<file path="src/rtl/flag_pkg.sv">
// Shared definitions for the flag/condition unit: PSR layout {C,L,F,Z,N},
// condition-code constants and a masked flag-merge helper.
package flag_pkg;

   localparam int PSR_W  = 5;
   localparam int FLAG_N = 0;
   localparam int FLAG_Z = 1;
   localparam int FLAG_F = 2;
   localparam int FLAG_L = 3;
   localparam int FLAG_C = 4;

   localparam logic [3:0] CC_EQ = 4'd0;
   localparam logic [3:0] CC_NE = 4'd1;
   localparam logic [3:0] CC_CS = 4'd2;
   localparam logic [3:0] CC_CC = 4'd3;
   localparam logic [3:0] CC_HI = 4'd4;
   localparam logic [3:0] CC_LS = 4'd5;
   localparam logic [3:0] CC_GT = 4'd6;
   localparam logic [3:0] CC_LE = 4'd7;
   localparam logic [3:0] CC_FS = 4'd8;
   localparam logic [3:0] CC_FC = 4'd9;
   localparam logic [3:0] CC_LO = 4'd10;
   localparam logic [3:0] CC_HS = 4'd11;
   localparam logic [3:0] CC_LT = 4'd12;
   localparam logic [3:0] CC_GE = 4'd13;
   localparam logic [3:0] CC_UC = 4'd14;
   localparam logic [3:0] CC_NV = 4'd15;

   // Bits selected by mask come from nxt, the rest keep cur.
   function automatic logic [PSR_W-1:0] merge_flags(input logic [PSR_W-1:0] cur,
                                                    input logic [PSR_W-1:0] nxt,
                                                    input logic [PSR_W-1:0] mask);
      return (cur & ~mask) | (nxt & mask);
   endfunction

endpackage

</file>
<file path="src/rtl/cond_eval.sv">
// Combinational branch-condition evaluator: PSR flags + 4-bit condition
// code -> take/not-take.
module cond_eval
   import flag_pkg::*;
(
   input  logic [PSR_W-1:0] psr_i,
   input  logic [3:0]       cond_code_i,
   output logic             result_o
);

   logic n_s, z_s, f_s, l_s, c_s;

   assign n_s = psr_i[FLAG_N];
   assign z_s = psr_i[FLAG_Z];
   assign f_s = psr_i[FLAG_F];
   assign l_s = psr_i[FLAG_L];
   assign c_s = psr_i[FLAG_C];

   // Condition-code decode.
   always_comb begin
      result_o = 1'b0;
      case (cond_code_i)
         CC_EQ:   result_o = z_s;
         CC_NE:   result_o = ~z_s;
         CC_CS:   result_o = c_s;
         CC_CC:   result_o = ~c_s;
         CC_HI:   result_o = l_s;
         CC_LS:   result_o = ~l_s;
         CC_GT:   result_o = n_s;
         CC_LE:   result_o = ~n_s;
         CC_FS:   result_o = f_s;
         CC_FC:   result_o = ~f_s;
         CC_LO:   result_o = ~z_s & ~l_s;
         CC_HS:   result_o = z_s | l_s;
         CC_LT:   result_o = ~n_s & ~z_s;
         CC_GE:   result_o = n_s | z_s;
         CC_UC:   result_o = 1'b1;
         CC_NV:   result_o = 1'b0;
         default: result_o = 1'b0;
      endcase
   end

endmodule

</file>
<file path="src/rtl/flag_cond_unit.sv">
// PSR flag register with interrupt save stack and registered branch decision.
// Define FLAG_FWD_EN to evaluate conditions on the next-PSR value (forwarding).
module flag_cond_unit
   import flag_pkg::*;
#(
   parameter int STACK_DEPTH = 4
) (
   input  logic             clk,
   input  logic             reset_n,
   input  logic             flag_we,
   input  logic [PSR_W-1:0] flag_mask,
   input  logic [PSR_W-1:0] flags_in,
   input  logic             psr_wr,
   input  logic [PSR_W-1:0] psr_wdata,
   input  logic             psr_push,
   input  logic             psr_pop,
   input  logic             cond_valid,
   input  logic [3:0]       cond_code,
   output logic [PSR_W-1:0] psr,
   output logic             take_valid,
   output logic             take,
   output logic             stack_full,
   output logic             stack_empty,
   output logic             stack_err
);

   localparam int PTR_W = $clog2(STACK_DEPTH + 1);
   localparam int IDX_W = $clog2(STACK_DEPTH);

   logic [PSR_W-1:0] psr_q, psr_d;
   logic [PTR_W-1:0] ptr_q, ptr_d;
   logic [PSR_W-1:0] stack_q [STACK_DEPTH];
   logic             err_q, err_d;
   logic             take_valid_q, take_q;

   logic             full_s, empty_s, push_ok_s, pop_ok_s, err_set_s, cond_res_s;
   logic [IDX_W-1:0] push_idx_s, pop_idx_s;
   logic [PSR_W-1:0] eval_psr_s;

   assign full_s     = (ptr_q == PTR_W'(STACK_DEPTH));
   assign empty_s    = (ptr_q == {PTR_W{1'b0}});
   assign push_idx_s = ptr_q[IDX_W-1:0];
   assign pop_idx_s  = push_idx_s - IDX_W'(1);

   // Stack legality, pointer and next-PSR selection (pop > wr > flag_we).
   always_comb begin
      push_ok_s = psr_push & ~psr_pop & ~full_s;
      pop_ok_s  = psr_pop & ~psr_push & ~empty_s;
      err_set_s = (psr_push & psr_pop) | (psr_push & full_s) | (psr_pop & empty_s);
      err_d     = err_q | err_set_s;

      if (push_ok_s) begin
         ptr_d = ptr_q + PTR_W'(1);
      end else if (pop_ok_s) begin
         ptr_d = ptr_q - PTR_W'(1);
      end else begin
         ptr_d = ptr_q;
      end

      if (pop_ok_s) begin
         psr_d = stack_q[pop_idx_s];
      end else if (psr_wr) begin
         psr_d = psr_wdata;
      end else if (flag_we) begin
         psr_d = merge_flags(psr_q, flags_in, flag_mask);
      end else begin
         psr_d = psr_q;
      end
   end

`ifdef FLAG_FWD_EN
   assign eval_psr_s = psr_d;
`else
   assign eval_psr_s = psr_q;
`endif

   cond_eval u_cond_eval (
      .psr_i       (eval_psr_s),
      .cond_code_i (cond_code),
      .result_o    (cond_res_s)
   );

   // State registers; reset also wipes every saved PSR.
   always_ff @(posedge clk or negedge reset_n) begin
      if (!reset_n) begin
         psr_q        <= {PSR_W{1'b0}};
         ptr_q        <= {PTR_W{1'b0}};
         err_q        <= 1'b0;
         take_valid_q <= 1'b0;
         take_q       <= 1'b0;
         for (int i = 0; i < STACK_DEPTH; i++) begin
            stack_q[i] <= {PSR_W{1'b0}};
         end
      end else begin
         psr_q        <= psr_d;
         ptr_q        <= ptr_d;
         err_q        <= err_d;
         take_valid_q <= cond_valid;
         take_q       <= cond_valid & cond_res_s;
         if (push_ok_s) begin
            stack_q[push_idx_s] <= psr_q;
         end
      end
   end

   assign psr         = psr_q;
   assign take_valid  = take_valid_q;
   assign take        = take_q;
   assign stack_full  = full_s;
   assign stack_empty = empty_s;
   assign stack_err   = err_q;

endmodule

</file>
<file path="config.mk">
export PLATFORM = sky130hd
export DESIGN_NAME = flag_cond_unit
export DESIGN_NICKNAME = d
export VERILOG_FILES = /design/src/rtl/flag_pkg.sv /design/src/rtl/cond_eval.sv /design/src/rtl/flag_cond_unit.sv
export SDC_FILE = /design/constraint.sdc
export NUM_CORES = 1
export LEC_CHECK = 0
export CAP_MARGIN = 10
export CORE_MARGIN = 2
export CORE_UTILIZATION = 60
export DETAILED_ROUTE_END_ITERATION = 6
export DONT_BUFFER_PORTS = 1
export PLACE_DENSITY = 0.75
export SLEW_MARGIN = 20
export SYNTH_ARGS = -nofsm -noshare
export SYNTH_HDL_FRONTEND = slang
export SYNTH_SLANG_ARGS = --single-unit
</file>
<file path="constraint.sdc">
create_clock -name clk -period 3.7 [get_ports clk]
set_clock_uncertainty 0.2 [all_clocks]
set_input_delay 0.555 -clock clk [delete_from_list [all_inputs] [get_ports clk]]
set_output_delay 0.555 -clock clk [all_outputs]
set_load 0.1 [all_outputs]
</file>
* Word-level counts from Yosys, hierarchy flattened
Index checks and enable logic that the tools add are counted.
** Word-level totals
- Word-level logic and storage cells :: 78
- Flip-flop bits (word level) :: 31
- Bits of input ports :: 26
** Operators by class
- Add/subtract/negate cells :: 3
- Eq/ne operators :: 16
- Bitwise gates (word level) :: 30
- Reductions and logical operators :: 5
- $lt $le $gt $ge :: 3
- Mux-type cells :: 12
** Operators with widths (count)
- == test 4 bit, second input constant :: 8
- 2-to-1 mux 5 bit :: 6
- bitwise mux 20 bit :: 1
- == test 4 x 3 -> 1 bit, second input constant :: 4
- one-hot mux 1 bit (16 select lines) :: 1
- bitwise AND 1 bit :: 10
- bitwise AND 5 bit :: 2
- binary-select mux 5 bit (select 2 bit) :: 1
- demux 5 bit (select 2 bit) :: 1
- inverter 1 bit :: 9
- == test 4 x 2 -> 1 bit, second input constant :: 2
- >= comparator 3 bit, second input constant :: 2
- 2-to-1 mux 3 bit :: 2
- inverter 2 -> 3 bit :: 2
- inverter 5 bit :: 1
- OR 1 bit :: 5
- OR 5 bit :: 1
- == test 4 x 1 -> 1 bit, second input constant :: 1
- zero test 4 bit :: 1
- adder 3 x 1 -> 3 bit, second input constant :: 1
- == test 3 bit, second input constant :: 1
- zero test 3 bit :: 1
- less-than comparator 3 x 1 -> 1 bit, second input constant :: 1
- nonzero test 3 bit :: 1
- other kinds (4) :: 4

* Longest topological paths before layout
Gate-level depths: netlist of run 1.
- Word-level depth :: 6
- Gate-level depth with buffers :: 11
- Depth with buffers taken out :: 10

* Cells and area by module
From an unflattened synthesis of run 1, not the netlist that was laid out.
** Unflattened totals
- Cells, all modules :: 156
- Area total of the unflattened synthesis :: 1896.8 um^2
** By module, submodules not included
- flag_cond_unit :: instances 1, area each 1712.9 um^2, seq. area each 775.7 um^2, cells each 133
- cond_eval :: instances 1, area each 183.9 um^2, seq. area each 0.0 um^2, cells each 23

* Worst setup path before layout of run 1
No wires, ideal clock.
- Path kind :: flip-flop to flip-flop
- From :: register ptr_q[0]
- To :: register ptr_q[2]
- Path buffers :: 1
- Cell stages (with the launch flop) :: 12
- Library setup time :: 130 ps
- Required time :: 3370 ps
- Data arrival time :: 2347 ps
- Setup slack :: 1022 ps
- Clock period less this slack :: 2678 ps
- Cell sequence :: dfrtp_1 buf_4 inv_1 ha_1 and2_4 nor2_8 inv_1 fa_1 nor3b_1 a31oi_1 a22oi_1 o21ai_0
** Between the ends
- Cells in the longest elaborated chain, start to end :: 4
** Ends and longest elaborated chain
- start, declared :: RTL line flag_cond_unit.sv:31 : logic [PTR_W-1:0] ptr_q, ptr_d;
- start signal, assigned :: RTL line flag_cond_unit.sv:87 : ptr_q <= {PTR_W{1'b0}};
- start signal, assigned :: RTL line flag_cond_unit.sv:96 : ptr_q <= ptr_d;
- == test 3 bit * :: RTL line flag_cond_unit.sv:40 : assign full_s = (ptr_q == PTR_W'(STACK_DEPTH));
- named net stack_full :: RTL line flag_cond_unit.sv:22 : output logic stack_full,
- inverter 1 bit * :: RTL line flag_cond_unit.sv:47 : push_ok_s = psr_push & ~psr_pop & ~full_s;
- bitwise AND 1 bit * :: RTL line flag_cond_unit.sv:47
- 2-to-1 mux 3 bit / nonzero test 2 bit (equally long branches)
Mark *: on every way through the listed nets, which the timed path passes. The rest lies on a longest branch. The select of a mux whose other input is x is not followed.
A chain may end at the register's enable or synchronous reset.

* Worst setup path in the final report of run 1
- From :: register ptr_q[1]
- To :: register ptr_q[2]
Same word-level chain as after synthesis.

==> results of run 1 <==
power by group through the flow:
| stage | registers, mW | logic (mW) | clock network (mW) |
|---|---|---|---|
| 3_3_place_gp | 0.790 | 0.743 | 0 |
| 4_1_cts | 0.796 | 0.775 | 0.200 |
| 5_1_grt | 0.821 | 0.833 | 0.215 |
| 6_report | 0.797 | 0.773 | 0.193 |
| 2_1_floorplan | 0.783 | 0.645 | 0 |
| 3_5_place_dp | 0.802 | 0.760 | 0 |
metrics by stage:
| stage | cell area [sq um] | worst slack [ps] | hold WS (ps) | util |
|---|---|---|---|---|
| final | 1950 | 920 | 63.9 | 0.655 |
| after global routing | 1950 | 771 | 40.1 | 0.655 |
| after CTS | 1950 | 910 | 52.3 | 0.655 |
| after detailed placement | 1860 | 904 | 60.2 | 0.626 |
| after global placement | 1860 | 1070 | 60.2 | 0.626 |
| after floorplan | 1840 | 1020 | 59.4 | - |
worst register-to-register path, cell delays in order (launching register included):
cell and delay, ps:
dfrtp_1 480, inv_1 120, ha_1 280, and2_4 310, nor2_8 210, inv_1 70, fa_1 420, nor3b_1 230
a31oi_1 70, a22oi_1 170, o21ai_0 100
worst paths after layout:
kind | slack [ps] | to | cells after the start | startpoint
setup / recovery | 920 | ptr_q[2] | 10 | ptr_q[1]
hold reg to reg | 300 | stack_q[7] | 1 | stack_q[7]
setup reg to reg | 920 | ptr_q[2] | 10 | ptr_q[1]
max in group asynchronous | 2640 | stack_err | 2 | reset_n
min in group asynchronous | 490 | ptr_q[2] | 2 | reset_n
hold / removal | 60 | take_valid | 0 | cond_valid
timing repair:
item	in CTS	in global routing
setup endpoints to repair	0	0
hold endpoints to repair	31	0
hold buffers	2	0
cell usage after synthesis, types with 3 or more instances:
cell type   n  area, sq um
a21oi_1     4         20.0
mux2i_1     6         60.1
mux2_1      3         33.8
o21ai_0    10         50.1
a31oi_1     3         18.8
nor3b_1     3         22.5
mux2_4     12          180
xnor2_1     3         26.3
buf_4       3         22.5
mux4_2      5          113
mux2_2     10          113
ha_1        4         50.1
dfrtp_1    31          776
inv_1       4         15.0
nand2_4     3         33.8
nand2_1    11         41.3
metal layers:
layer	vias up	part of all wire	wire length [microns]	track usage
met5	-	0	0	0
met4	0	0.0095	32	0.0617
met3	4	0.064	214	0.0546
met2	41	0.47	1580	0.350
met1	566	0.46	1530	0.284
li1	539	-	-	-
kinds of logic (layout without fill, tap and decap cells):
| group | count (synthesis) | in the layout | synth area share |
|---|---|---|---|
| flip-flops | 31 | 31 | 0.422 |
| XOR/XNOR | 4 | 4 | 0.0191 |
| adder cells (fa/ha/maj) | 5 | 5 | 0.0381 |
| AO/OA/AOI/OAI | 24 | 24 | 0.0803 |
| AND/OR/NAND/NOR | 36 | 36 | 0.144 |
| buffers and inverters | 9 | 15 | 0.0252 |
| multiplexers | 36 | 36 | 0.271 |
layout make-up:
class	instances	area (sq um)	share of cell area
inverter	4	15.0	0.00770
clock buffer	6	51.3	0.0263
tap	33	41.3	0.0212
multi-input combinational	105	1020	0.521
clock inverter	1	5.00	0.00257
sequential	31	776	0.398
timing repair buffer	4	45.0	0.0231
==> results.md, run 1 <==
- Status: completed
- Distinct cells, synth: 43
- EDFF count, synth: 0
- Fin cells: approximately 180
- CTS Root Cell: clkbuf_4
- Most common cell after layout, fill and taps aside: dfrtp_1
- Worst Setup End Kind: flip-flop
- DIE AREA: around 3500 sq um
- Initial DRC Count: 39
- Vias per Instance: ~6.3
- Final WL: 3360 microns
- Syn_area_per_cell: 12.7 sq um
- Share of layout cells above drive strength 1: 0.311
- GPL Wtd Cong: roughly 0.8
- Vias in the first global route: around 1200
- Total power: roughly 1.8 mW
- Sequential power share: 0.452
- Sequential fraction of the synthesis area: 0.422
- CP required: between 3000 and 4000 ps
- Tmin final: about 2800 ps
- Class of the worst hold path: input pin to flip-flop
- Async S/R FF share, synth: 1.00
- Die extent in y: 59.4 microns
- CP max FO: 7
- Most used DFF post-synth: dfrtp_1
- Slowest CP cell: dfrtp_1
- Total grt overflow: 0
- Worst skew pair latency: between 300 and 400 ps
- RSZ-0062 raised after global routing: false
- First-pass GRT wire length: about 5500 microns
- Core outline area: a little under 3000 sq um
- Avg WL per Cell: approximately 18 microns
- DP Wirelength: between 2000 and 2500 microns
- Sw Ratio: 0.458
- Num CTS Buffers: 5
- Pwr Density: 904 nW/um^2
- Number of gates resized after CTS: 0
- Mapped cell area: ~1800 sq um
- Fmax: about 0.36 GHz
- I/O Pins: 36
- Area grow syn2layout: 6.05%
- Ant diodes: 0
- Crit path largest cell delay: around 480 ps
- Post-Synthesis Cells: roughly 150
- Port buffer count: 0
- Max-slew violations: 0
- Antenna viol nets, final: 0
- Final setup viols: 0
- DR vias: 1150
- Bufs and invs on worst path: 2
- Ys Warns: 0
- Max_cap viols: 0
- Largest net degree at the start of global routing: 32
- All-layer global routing usage: 0.215
- CP top delay family: simple AND/OR/NAND/NOR gates
- #FFs+latches synth: 31
- Clk pin slew, worst setup/hold paths: approximately 90 ps
- Num Clock Sinks: 31
- Starting Density: 0.618
- Fillers: roughly 230
- Setup Buffers After CTS: 0
- DRC: 0
- Nature of the critical path startpoint: flip-flop
- Pint: 0.956 mW
- Cells after DPL: between 150 and 200
- VDD IR max: 0.680 mV
- H-tree depth: 2
- Hold Vio Cnt, Final: 0
- CP Cell Sequence: inv_1, ha_1, and2_4, nor2_8, inv_1, fa_1, nor3b_1, a31oi_1, a22oi_1, o21ai_0
- Initial antenna violation count: 0
- Synth Net Count: about 180
- Most frequent cells in the layout: dfrtp_1, mux2_4, nand2_1, o21ai_0, mux2_2
- Net Sw Power: ~0.81 mW
- CTS tree: yes
- Fin crit share: 0.751
- Setup TNS: 0 ps
- Std cell rows: 20
- DR pass1 iterations: 5
- Worst-margin pin slew: about 1100 ps
- Most used cell, CP: inv_1
- Slew HR: 0.236
- WP data arrival: about 2800 ps
- Setup Crit Path Kind: flip-flop to flip-flop
- Die width: ~59 microns
- Pleak: approximately 0.92 nW
- Clock power frac: 0.110
- Combinational share of power: 0.438
- Longest Clk Path Bufs: 2
- Total Nets Final: approximately 180
(Power assumes the default switching activity.)
==> inputs of run 2 (changes only) <==
CORE_UTILIZATION = 56   (was 60)
PLACE_DENSITY = 0.73   (was 0.75)
clock period = 2.3 ns   (was 3.7 ns; I/O delays follow)
==> results.md, run 2 (synthesis gave the netlist of run 1 again) <==
- Status: completed
- All-layer global routing usage: 0.236 (+0.0220)
- H-tree depth: 2 (unchanged)
- Finished Core Util: 0.703 (+0.0482)
- Port buffer count: 0 (unchanged)
- Slack of the critical path: 74.6 ps (-845 ps)
- Fin crit share: 0.968 (+0.216)
- Area grow syn2layout: 17.7%
- Worst-margin pin slew: 916 ps (-231 ps)
- CTS Root Cell: clkbuf_4
- GPL Wtd Cong: 0.758 (-8.0%)
- Final WL: 3930 microns (+17%)
- Vias per Instance: 5.88 (-5.9%)
- Initial antenna violation count: 0 (unchanged)
- Most common cell after layout, fill and taps aside: dfrtp_1
- DR vias: 1259 (+9.5%)
- Max_cap viols: 0 (unchanged)
- Placed Area: 1990 sq um (+6.6%)
- Worst skew pair latency: 340 ps (+30 ps)
- Die extent in y: 61.3 microns (+3.3%)
- Initial DRC Count: 40 (+2.6%)
- Die width: 61.3 microns (+3.3%)
- DP Wirelength: 2700 microns (+10%)
- Final setup viols: 0 (unchanged)
- Hold Vio Cnt, Final: 0 (unchanged)
- Largest net degree at the start of global routing: 32 (unchanged)
- Slew HR: 0.389 (+0.154)
- Max-slew violations: 0 (unchanged)
- Sequential power share: 0.314 (-0.138)
- Pwr Density: 1420 nW/um^2 (+57%)
- CTS tree: yes
- DR pass1 iterations: 6 (+1)
- CP max FO: 7 (unchanged)
- DIE AREA: 3760 sq um (+6.7%)
- First-pass GRT wire length: 6100 microns (+11%)
- Net Sw Power: 1.38 mW (+70%)
- Share of layout cells above drive strength 1: 0.388 (+0.0770)
- I/O Pins: 36 (unchanged)
- Nature of the critical path startpoint: flip-flop
- Core outline area: 3080 sq um (+3.4%)
- Class of the worst hold path: input pin to flip-flop
- Clk pin slew, worst setup/hold paths: 90 ps (about the same)
- Setup WS pre-CTS: 61.0 ps (-843 ps)
- Std cell rows: 20 (unchanged)
- Pint: 1.70 mW (+78%)
- Num Clock Sinks: 31 (unchanged)
- Longest Clk Path Bufs: 2 (unchanged)
- VDD IR max: 0.854 mV (+26%)
- Clock power frac: 0.107 (-0.003)
- Design area: 2160 sq um (+11%)
- Setup Crit Path Kind: flip-flop to flip-flop
- Total Nets Final: 201 (+10%)
- Num CTS Buffers: 5 (unchanged)
- RSZ-0062 raised after global routing: true
- Starting Density: 0.598 (-0.0201)
- Tmin final: 2230 ps (-555 ps)
- Total grt overflow: 0 (unchanged)
- Total power: 3.07 mW (+74%)
- Setup Buffers After CTS: 0 (unchanged)
- Most frequent cells in the layout: dfrtp_1, buf_4, mux2_4, nand2_1, mux2_2
- Vias in the first global route: 1227 (+6.2%)
- Ant diodes: 0 (unchanged)
- DRC: 0 (unchanged)
- Sw Ratio: 0.447 (-0.0105)
- Fmax: 0.449 GHz (+25%)
- Worst Setup End Kind: flip-flop
- Avg WL per Cell: 18.4 microns (+0.67%)
- WP data arrival: 2290 ps (-490 ps)
- Antenna viol nets, final: 0 (unchanged)
- Combinational share of power: 0.579 (+0.141)
- Pleak: 1.01 nW (+9.5%)
- CP required: 2370 ps (-1330 ps)
- Hold slack final: 17.9 ps (-46.1 ps)
-- run 2: cell count changes in the layout (fill, tap and decap cells not counted), sizes merged --
cell | previous run | this run
dlygate4sd3 | 1 | 9
buf | 3 | 14
-- run 2: cell type report --
cell class	instances	area [sq um]
Sequential cell	31	776
Clock buffer	6	51.3
Multi-Input combinational cell	105	1050
Timing Repair Buffer	23	208
Fill cell	226	913
Clock inverter	1	5.00
Inverter	4	17.5
Tap cell	44	55.1
-- run 2: worst paths after layout --
check	start	endpoint	slack, ps	cells after the start
worst max-delay path	ptr_q[1]	ptr_q[1]	70	10
worst min-delay path	psr_pop	ptr_q[1]	20	3
worst max register to register	ptr_q[1]	ptr_q[1]	70	10
worst min register to register	stack_q[13]	stack_q[13]	300	1
max in group asynchronous	reset_n	ptr_q[2]	1480	2
min in group asynchronous	reset_n	asynchronous set/reset pin	240	2
-- run 2: stage by stage --
step	instances	TNS, ps
final	214	0
after floorplan	145	-343
after global placement	197	0
after CTS	214	0
after detailed placement	197	0
after global routing	214	-13.5
-- run 2: per-layer routing --
metal / wire [microns] / global-route usage
met5: 0 / 0
met4: 46 / 0.0745
met3: 153 / 0.0693
met2: 1990 / 0.383
met1: 1740 / 0.307
-- run 2: critical path: stages (launching register included) --
cell	delay [ps]
dfrtp_1	350
inv_1	100
ha_4	200
and2_4	160
nor2_8	80
inv_2	40
fa_2	610
a21oi_1	70
a211oi_2	200
a21oi_1	60
nor2_1	80
-- run 2: power by group through the flow --
stage	combinational [mW]	clock (mW)	sequential [mW]
2_1_floorplan	1.11	0	1.26
3_3_place_gp	1.68	0	0.953
3_5_place_dp	1.74	0	0.972
4_1_cts	1.78	0.337	0.959
5_1_grt	1.89	0.363	0.992
6_report	1.78	0.330	0.966
-- run 2: repair_timing --
action,in CTS,in global routing
hold buffers,10,0
resized for setup,0,3
hold endpoints to repair,36,0
endpoints found under the setup margin,0,2
